===== config.mk =====
export PLATFORM = sky130hd
export DESIGN_NAME = gcd_multi
export DESIGN_NICKNAME = d
export VERILOG_FILES = /design/src/rtl/gcd_multi_pkg.sv /design/src/rtl/gcd_multi_step.sv /design/src/rtl/gcd_multi.sv
export SDC_FILE = /design/constraint.sdc
export NUM_CORES = 1
export LEC_CHECK = 0
export ABC_AREA = 1
export BUFFER_PORTS_ARGS = -buffer_cell sky130_fd_sc_hd__buf_2
export CORE_MARGIN = 3
export CORE_UTILIZATION = 50
export CTS_BUF_LIST = sky130_fd_sc_hd__clkbuf_8
export CTS_CLUSTER_SIZE = 28
export DETAILED_ROUTE_END_ITERATION = 10
export PLACE_DENSITY = 0.68
export SKIP_CTS_REPAIR_TIMING = 1
export SLEW_MARGIN = 15
export SYNTH_ARGS = -nofsm -noshare
export SYNTH_HDL_FRONTEND = slang
export SYNTH_SLANG_ARGS = --single-unit
export TNS_END_PERCENT = 30

===== constraint.sdc =====
create_clock -name clk -period 3.1 [get_ports clk]
set_input_delay 0.93 -clock clk [delete_from_list [all_inputs] [get_ports clk]]
set_output_delay 0.93 -clock clk [all_outputs]
set_load 0.01 [all_outputs]

===== src/rtl/gcd_multi_pkg.sv =====
// Shared types and constants for the multi-algorithm GCD engine.
package gcd_multi_pkg;

    typedef enum logic [2:0] {
        IDLE_A,
        ACK_A,
        IDLE_B,
        CHECK,
        SHIFT,
        REDUCE,
        SUB,
        DONE
    } state_t;

    localparam int ALGO_SUB = 0;
    localparam int ALGO_BIN = 1;

    // Ceiling log2, usable in constant expressions for sizing registers.
    function automatic int clog2(input int value);
        int r;
        r = 0;
        while ((1 << r) < value) begin
            r++;
        end
        return r;
    endfunction

endpackage


===== src/rtl/gcd_multi_step.sv =====
// Combinational single-step datapath: next (a, b, k) plus completion and result
// for whichever compute state the controller is currently in.
module gcd_multi_step
    import gcd_multi_pkg::*;
#(
    parameter int W   = 16,
    parameter int K_W = 5
) (
    input  logic [W-1:0]   a,
    input  logic [W-1:0]   b,
    input  logic [K_W-1:0] k,
    input  state_t         state,
    output logic [W-1:0]   a_nxt,
    output logic [W-1:0]   b_nxt,
    output logic [K_W-1:0] k_nxt,
    output logic [W-1:0]   result_nxt,
    output logic           done,
    output logic           advance
);

    // One algorithm step selected by the current state.
    always_comb begin
        // NOTE: every output gets a default before the case so no path leaves
        // a value unassigned, which would otherwise infer a latch.
        a_nxt      = a;
        b_nxt      = b;
        k_nxt      = k;
        result_nxt = '0;
        done       = 1'b0;
        advance    = 1'b0;
        unique case (state)
            CHECK: begin
                // A zero operand short-circuits: gcd(x,0)=x, gcd(0,0)=0.
                if (a == '0 || b == '0) begin
                    done       = 1'b1;
                    result_nxt = a | b;
                end else begin
                    k_nxt = '0;
                end
            end
            SUB: begin
                if (a == b) begin
                    done       = 1'b1;
                    result_nxt = a;
                end else if (a > b) begin
                    a_nxt = a - b;
                end else begin
                    b_nxt = b - a;
                end
            end
            SHIFT: begin
                // Strip common factors of two, remembering how many in k.
                if (!a[0] && !b[0]) begin
                    a_nxt = a >> 1;
                    b_nxt = b >> 1;
                    k_nxt = k + K_W'(1);
                end else begin
                    advance = 1'b1;
                end
            end
            REDUCE: begin
                if (!a[0]) begin
                    a_nxt = a >> 1;
                end else if (!b[0]) begin
                    b_nxt = b >> 1;
                end else if (a == b) begin
                    done       = 1'b1;
                    result_nxt = a << k;
                end else if (a > b) begin
                    a_nxt = a - b;
                end else begin
                    b_nxt = b - a;
                end
            end
            default: begin
            end
        endcase
    end

endmodule


===== src/rtl/gcd_multi.sv =====
// GCD engine with serial-operand four-phase req/ack handshake, selectable
// subtractive or binary algorithm, and a saturating compute-cycle counter.
module gcd_multi
    import gcd_multi_pkg::*;
#(
    parameter int W     = 16,
    parameter int ALGO  = 0,
    parameter int CNT_W = 16
) (
    input  logic             clk,
    input  logic             reset,
    input  logic             req,
    input  logic [W-1:0]     AB,
    output logic             ack,
    output logic [W-1:0]     C,
    output logic             busy,
    output logic [CNT_W-1:0] cycles
);

    localparam int               K_W     = clog2(W) + 1;
    localparam logic [CNT_W-1:0] CNT_MAX = '1;

    state_t         state, state_nxt;
    logic [W-1:0]   a, b, result;
    logic [K_W-1:0] k;

    logic [W-1:0]   a_step, b_step, result_step;
    logic [K_W-1:0] k_step;
    logic           step_done, step_advance;

    gcd_multi_step #(
        .W   (W),
        .K_W (K_W)
    ) u_step (
        .a          (a),
        .b          (b),
        .k          (k),
        .state      (state),
        .a_nxt      (a_step),
        .b_nxt      (b_step),
        .k_nxt      (k_step),
        .result_nxt (result_step),
        .done       (step_done),
        .advance    (step_advance)
    );

    // Next-state logic for the handshake and compute sequence.
    always_comb begin
        state_nxt = state;
        unique case (state)
            IDLE_A: if (req)  state_nxt = ACK_A;
            ACK_A:  if (!req) state_nxt = IDLE_B;
            IDLE_B: if (req)  state_nxt = CHECK;
            CHECK: begin
                if (step_done)            state_nxt = DONE;
                else if (ALGO == ALGO_BIN) state_nxt = SHIFT;
                else                      state_nxt = SUB;
            end
            SHIFT:  if (step_advance) state_nxt = REDUCE;
            REDUCE: if (step_done)    state_nxt = DONE;
            SUB:    if (step_done)    state_nxt = DONE;
            DONE:   if (!req)         state_nxt = IDLE_A;
            default: state_nxt = IDLE_A;
        endcase
    end

    // State register.
    always_ff @(posedge clk) begin
        // NOTE: sequential state uses non-blocking assignments so every
        // register samples pre-edge values regardless of statement order.
        if (reset) state <= IDLE_A;
        else       state <= state_nxt;
    end

    // Operand capture, compute-step update and saturating cycle counter.
    always_ff @(posedge clk) begin
        if (reset) begin
            a      <= '0;
            b      <= '0;
            k      <= '0;
            result <= '0;
            cycles <= '0;
        end else begin
            unique case (state)
                IDLE_A: begin
                    if (req) begin
                        a      <= AB;
                        cycles <= '0;
                    end
                end
                IDLE_B: begin
                    if (req) b <= AB;
                end
                CHECK, SHIFT, REDUCE, SUB: begin
                    a <= a_step;
                    b <= b_step;
                    k <= k_step;
                    if (step_done) result <= result_step;
                    if (cycles != CNT_MAX) cycles <= cycles + CNT_W'(1);
                end
                default: begin
                end
            endcase
        end
    end

    // Outputs decoded from registered state only.
    always_comb begin
        ack  = (state == ACK_A) || (state == DONE);
        C    = (state == DONE) ? result : '0;
        busy = (state == CHECK) || (state == SHIFT) || (state == REDUCE) || (state == SUB);
    end

endmodule


======== Yosys cells after proc, flatten, opt, wreduce, memory -nomap -nowiden ========
Cells that the tools add are included.
W data, S select, Z words.
operators by class
  add/subtract/negate cells ............... 4
  order comparisons ....................... 1
  equality and inequality tests ........... 29
  shifts and indexed selects .............. 1
  mux-type cells .......................... 47
  bitwise gates (word level) .............. 1
  reduce and logical (&&, ||, !) cells .... 24
operators by type and width
  kind                     number
  $mux W16                 23
  $pmux W16 S3             3
  $pmux W16 S2             3
  $logic_not A16 Y1        2
  $sub A16 B16 Y16         2
  $pmux W3 S7              1
  $ne A4 B4 Y1 const B     5
  $mux W3                  6
  $reduce_and A9 Y1        2
  $add A16 B1 Y16 const B  1
  $eq A16 B16 Y1           1
  $gt A16 B16 Y1           1
  $ne A16 B16 Y1 const B   1
  $or A16 B16 Y16          1
  $shl A16 B5 Y16          1
  $ne A2 B2 Y1 const B     7
  $eq A3 B3 Y1 const B     4
  $reduce_and A6 Y1        2
  $mux W5                  2
  $pmux W5 S2              1
  $ne A3 B3 Y1 const B     3
  $mux W1                  7
  $reduce_and A7 Y1        1
  $eq A3 B2 Y1 const B     2
  16 further kinds         25
storage, ports and cells
  bits in registers ....................... 72
  bits of input ports ..................... 19

======== Logic depth before layout (Yosys ltp) ========
  depth in word-level cells ............... 7
  gate-level depth with buffers ........... 19
  mapped depth without buffers ............ 18

======== By module ========
From an unflattened synthesis, not the netlist that was laid out.
unflattened totals
  cell total of the unflattened synthesis .. 1468
  area, all modules ....................... 8464.4 µm²
by module, submodules not included
  module          times used  cells each  area an instance (µm²)
  gcd_multi_step  1           952         5022.3
  gcd_multi       1           516         3442.1

======== Worst setup path after synthesis ========
Ideal clock, no wire load.
  path kind ............................... reg-to-output
  start point ............................. reg state[0]
  end point ............................... out busy
  arrival ................................. 1.406 ns
  path slack .............................. 0.764 ns
  cell stages (with the launch flop) ...... 9
  path buffers ............................ 3
  cells stage by stage .................... dfxtp_1 -> buf_6 -> nor2_2 -> nand2_1 -> inv_2 -> nor3_4 -> inv_2 -> buf_2 -> buf_2
on the way
  word-level cells in the longest chain between the ends .. 4
  elaborated cells on any way between the ends .. 7
  those cells by class .................... 4 x eq/ne; 3 x reduce/logical
ends and longest elaborated chain
  item                                          line              source
  start: declaration                            gcd_multi.sv:23   state_t state, state_nxt;
  start signal: assignment                      gcd_multi.sv:72   else state <= state_nxt;
  $eq A3 B2 Y1 or $eq A3 B3 Y1 (tied branches)  gcd_multi.sv:111  busy = (state == CHECK) || (state == SHIFT) || (state == REDUCE) || (state == SUB);
  $logic_or A1 B1 Y1 (2 in series)              gcd_multi.sv:111
  $logic_or A1 B1 Y1 *                          gcd_multi.sv:111
  end: declaration                              gcd_multi.sv:16   output logic busy,
Mark *: on every way between the ends. The rest lies on a longest branch, timed or not.

======== Final worst setup path ========
  start point ............................. reg a[8]
  end point ............................... reg result[4]
on the way
  word-level cells in the longest chain between the ends .. 6
  elaborated cells on any way between the ends .. 16
  those cells by class .................... 1 x eq/ne; 1 x shift; 11 x mux; 3 x reduce/logical
ends and longest elaborated chain
  item                                                     line             source
  start: declaration                                       gcd_multi.sv:24  logic [W-1:0] a, b, result;
  start signal: assignment                                 gcd_multi.sv:95  a <= a_step;
  branches (longest 6 deep; another with $shl A16 B5 Y16)  --
  end signal: assignment                                   gcd_multi.sv:98  if (step_done) result <= result_step;
  end: declaration                                         gcd_multi.sv:24
Several ways; the timed one is not identified.
A chain may end at the register's enable or synchronous reset.

==> impl_metrics.yaml <==
status:
  status: "complete, no violations"
die:
  die_area_mm2: 0.01515
  num_rows: 42
  die_width_um: 123.1
  core_mm2: 0.01335
  initial_core_util_pct: 51.36
  die_y_um: 123.1
  io_pins: 53
logic_synthesis:
  yosysTopAreaCell: "dfxtp_1"
  synthArstFlopShare_pct: 0
  ys.flop_type: "dfxtp_1"
  synthDominantCellAreaShare_pct: 21.03
  synth_edf_count: 0
  ys_seq_elements: 72
  syn-num-nets: 1210
  synth_area_leaders: "dfxtp_1 21%, nand2_1 14%, nor2_1 9.1%"
  synth.most_common_cell: "nand2_1"
  seq_area_frac_synth_pct: 21.03
  synth_cells: 1140
  netlist_area_mm2: 0.006855
  yosysWarningCount: 0
  netlist_top_cells_count: "258 x nand2_1, 167 x nor2_1, 132 x inv_1"
  syn_avg_cell_area_um2: 6.013
  ys_types: 49
placed_design:
  dpl.hpwl_um: 16910
  finalWeightedCongestion: 0.9987
  port_buffers: 52
  placed_area_mm2: 0.007360
critical_path:
  critPathCapture: "result[4]$_SDFFE_PP0P_"
  timing.rr.end: "result[4]$_SDFFE_PP0P_"
  worstSetupPathType: "reg2reg"
  critPathLaunchType: "flip-flop"
  reg2reg_slack_ns: 0.24
  crit_fanout: 12
  required_ns: 3.41
  r2r-start: "a[8]$_SDFFE_PP0P_"
  reg2reg_depth: 12
  cp-end-kind: "flip-flop"
  cp.arrival_ns: 3.18
  crit_start: "a[8]$_SDFFE_PP0P_"
clock_tree:
  clkLatencyLatePin_ns: 0.38
  cts_buffer_depth: 2
  path_clk_slew_ns: 0.09
  numClockSinks: 72
  htree_num_levels: 3
  cts_root_buffer: "clkbuf_8"
  cts_tree: "yes"
  cts_buffers: 9
power_and_ir_drop:
  power_density_mw_per_mm2: 1129
  power_uw: 8529
  ir_drop_mv: 0.5443
  leakagePower_uw: 0.003578
layout:
  multiInputGateArea_mm2: 0.004614
  fin_util_pct: 56.61
  final_layout_size_suffix_gt1_share_pct: 13.43
  fin_nets: 1264
  antenna_cells: 0
  final_area_mm2: 0.007556
  fill_cells: 1417
  seq_area_mm2: 0.001441
  syn_to_final_growth_pct: 10.22
timing:
  relSlewSlack_pct: 55.46
  setup_viol: 0
  maxSlewViolCount: 0
  skew_ns: 0.01346
  grt_setup_unrepaired: "false"
  worstMarginPinSlew_ns: 0.6620
  holdWs_ns: 0.4931
  final.period_utilization_pct: 92.38
  max_freq_mhz: 349.2
  finalCriticalPeriod_ns: 2.864
  setup_tns_ns: 0
  final-hold-violation-count: 0
detailed_routing:
  drt-initial-drc-count: 620
  drc_errors: 0
  vias: 7440
  viasPerCell: 5.411
  ant_nets: 0
  wl_per_cell_um: 15.89
  firstDrtPassIters: 5
  routed_wl_um: 21850
hold_path:
  holdCritPathClass: "reg2reg"
  hp-start: "cycles[5]$_SDFFE_PP0P_"
job:
  max_cap_viol_count: 0
global_routing:
  grt_use_total_pct: 29.73
  grt_pass1_wl_um: 35130
  gr-total-overflow: 0
  grt_start_max_net_pins: 37
  grt_pass1_vias: 6905
  antenna_found_initial: 0
cells by family (layout without fill, tap and decap cells):
| logic type | Yosys count | count (layout) | share of synthesized area (%) |
|---|---|---|---|
| AND/OR/NAND/NOR | 539 | 539 | 33.97 |
| AO/OA/AOI/OAI | 256 | 256 | 20.08 |
| buffers and inverters | 193 | 252 | 11.66 |
| flip-flops | 72 | 72 | 21.03 |
| adder cells (fa/ha/maj) | 51 | 51 | 9.527 |
| XOR/XNOR | 27 | 27 | 3.450 |
| multiplexers | 2 | 2 | 0.2920 |
how the worst min path moves through the flow:
| stage | end | slack [ns] | cells past startpoint |
|---|---|---|---|
| final | cycles[5]$_SDFFE_PP0P_ | 0.49 | 2 |
| after global routing | cycles[7]$_SDFFE_PP0P_ | 0.53 | 1 |
| after CTS | cycles[5]$_SDFFE_PP0P_ | 0.50 | 2 |
| after detailed placement | cycles[7]$_SDFFE_PP0P_ | 0.48 | 1 |
| after global placement | cycles[7]$_SDFFE_PP0P_ | 0.48 | 1 |
| after floorplan | k[4]$_SDFFE_PP0P_ | 0.48 | 2 |
power by group:
part	internal [µW]	switching, µW
combinational	2080	4220
clock	373	426
sequential	1140	296
critical path, cell delays in order (launching register included):
cell and delay, ns:
dfxtp_1 0.54, inv_1 0.14, ha_1 0.44, nor2_4 0.19, nand2_1 0.10, nor2_2 0.21
nand2_4 0.12, nor2_4 0.20, inv_2 0.05, buf_4 0.19, o22ai_1 0.40, nor2_1 0.09
a21oi_1 0.13
area by class of cell:
cell class | count | area share [%]
inverter | 154 | 7.750
multi-input combinational | 875 | 61.07
sequential | 72 | 19.08
clock inverter | 7 | 0.9604
timing repair buffer | 82 | 6.590
tap | 176 | 2.914
clock buffer | 9 | 1.639
placed cells by master (no fill, tap or decap), drive strengths merged:
master,instances
and3,2
mux2i,2
nor2,180
clkinvlp,1
a21oi,105
a21o,3
nor4,5
xor2,25
nand3,47
nor3,13
dfxtp,72
inv,154
o21bai,7
fa,2
ha,49
a31oi,3
o211ai,6
nand2,277
xnor2,2
or2,1
and2,2
buf,82
o22ai,14
nand4,10
bufinv,1
o21ai,115
o31ai,1
o21a,1
a211oi,1
clkinv,5
clkbuf,9
nor3b,2
routing by layer:
layer / wire [µm] / vias up / global-route usage [%]
met5: 0 / - / 0
met4: 854 / 0 / 14.19
met3: 1561 / 52 / 4.666
met2: 9505 / 287 / 45.68
met1: 9926 / 3337 / 40.73
li1: - / 3764 / -
per-stage QoR:
stage	setup WS [ns]	instances
4_1_cts	0.3019	1375
2_1_floorplan	0.7640	1140
5_1_grt	0.05943	1375
6_report	0.2363	1375
3_5_place_dp	0.3392	1359
3_3_place_gp	0.3646	1359
sequential cells by signal (all words and copies together), names as in the netlist:
register	flops
k	5
b	16
result	16
state	3
cycles	16
a	16
No activity file was read; power rests on OpenSTA's default activity.
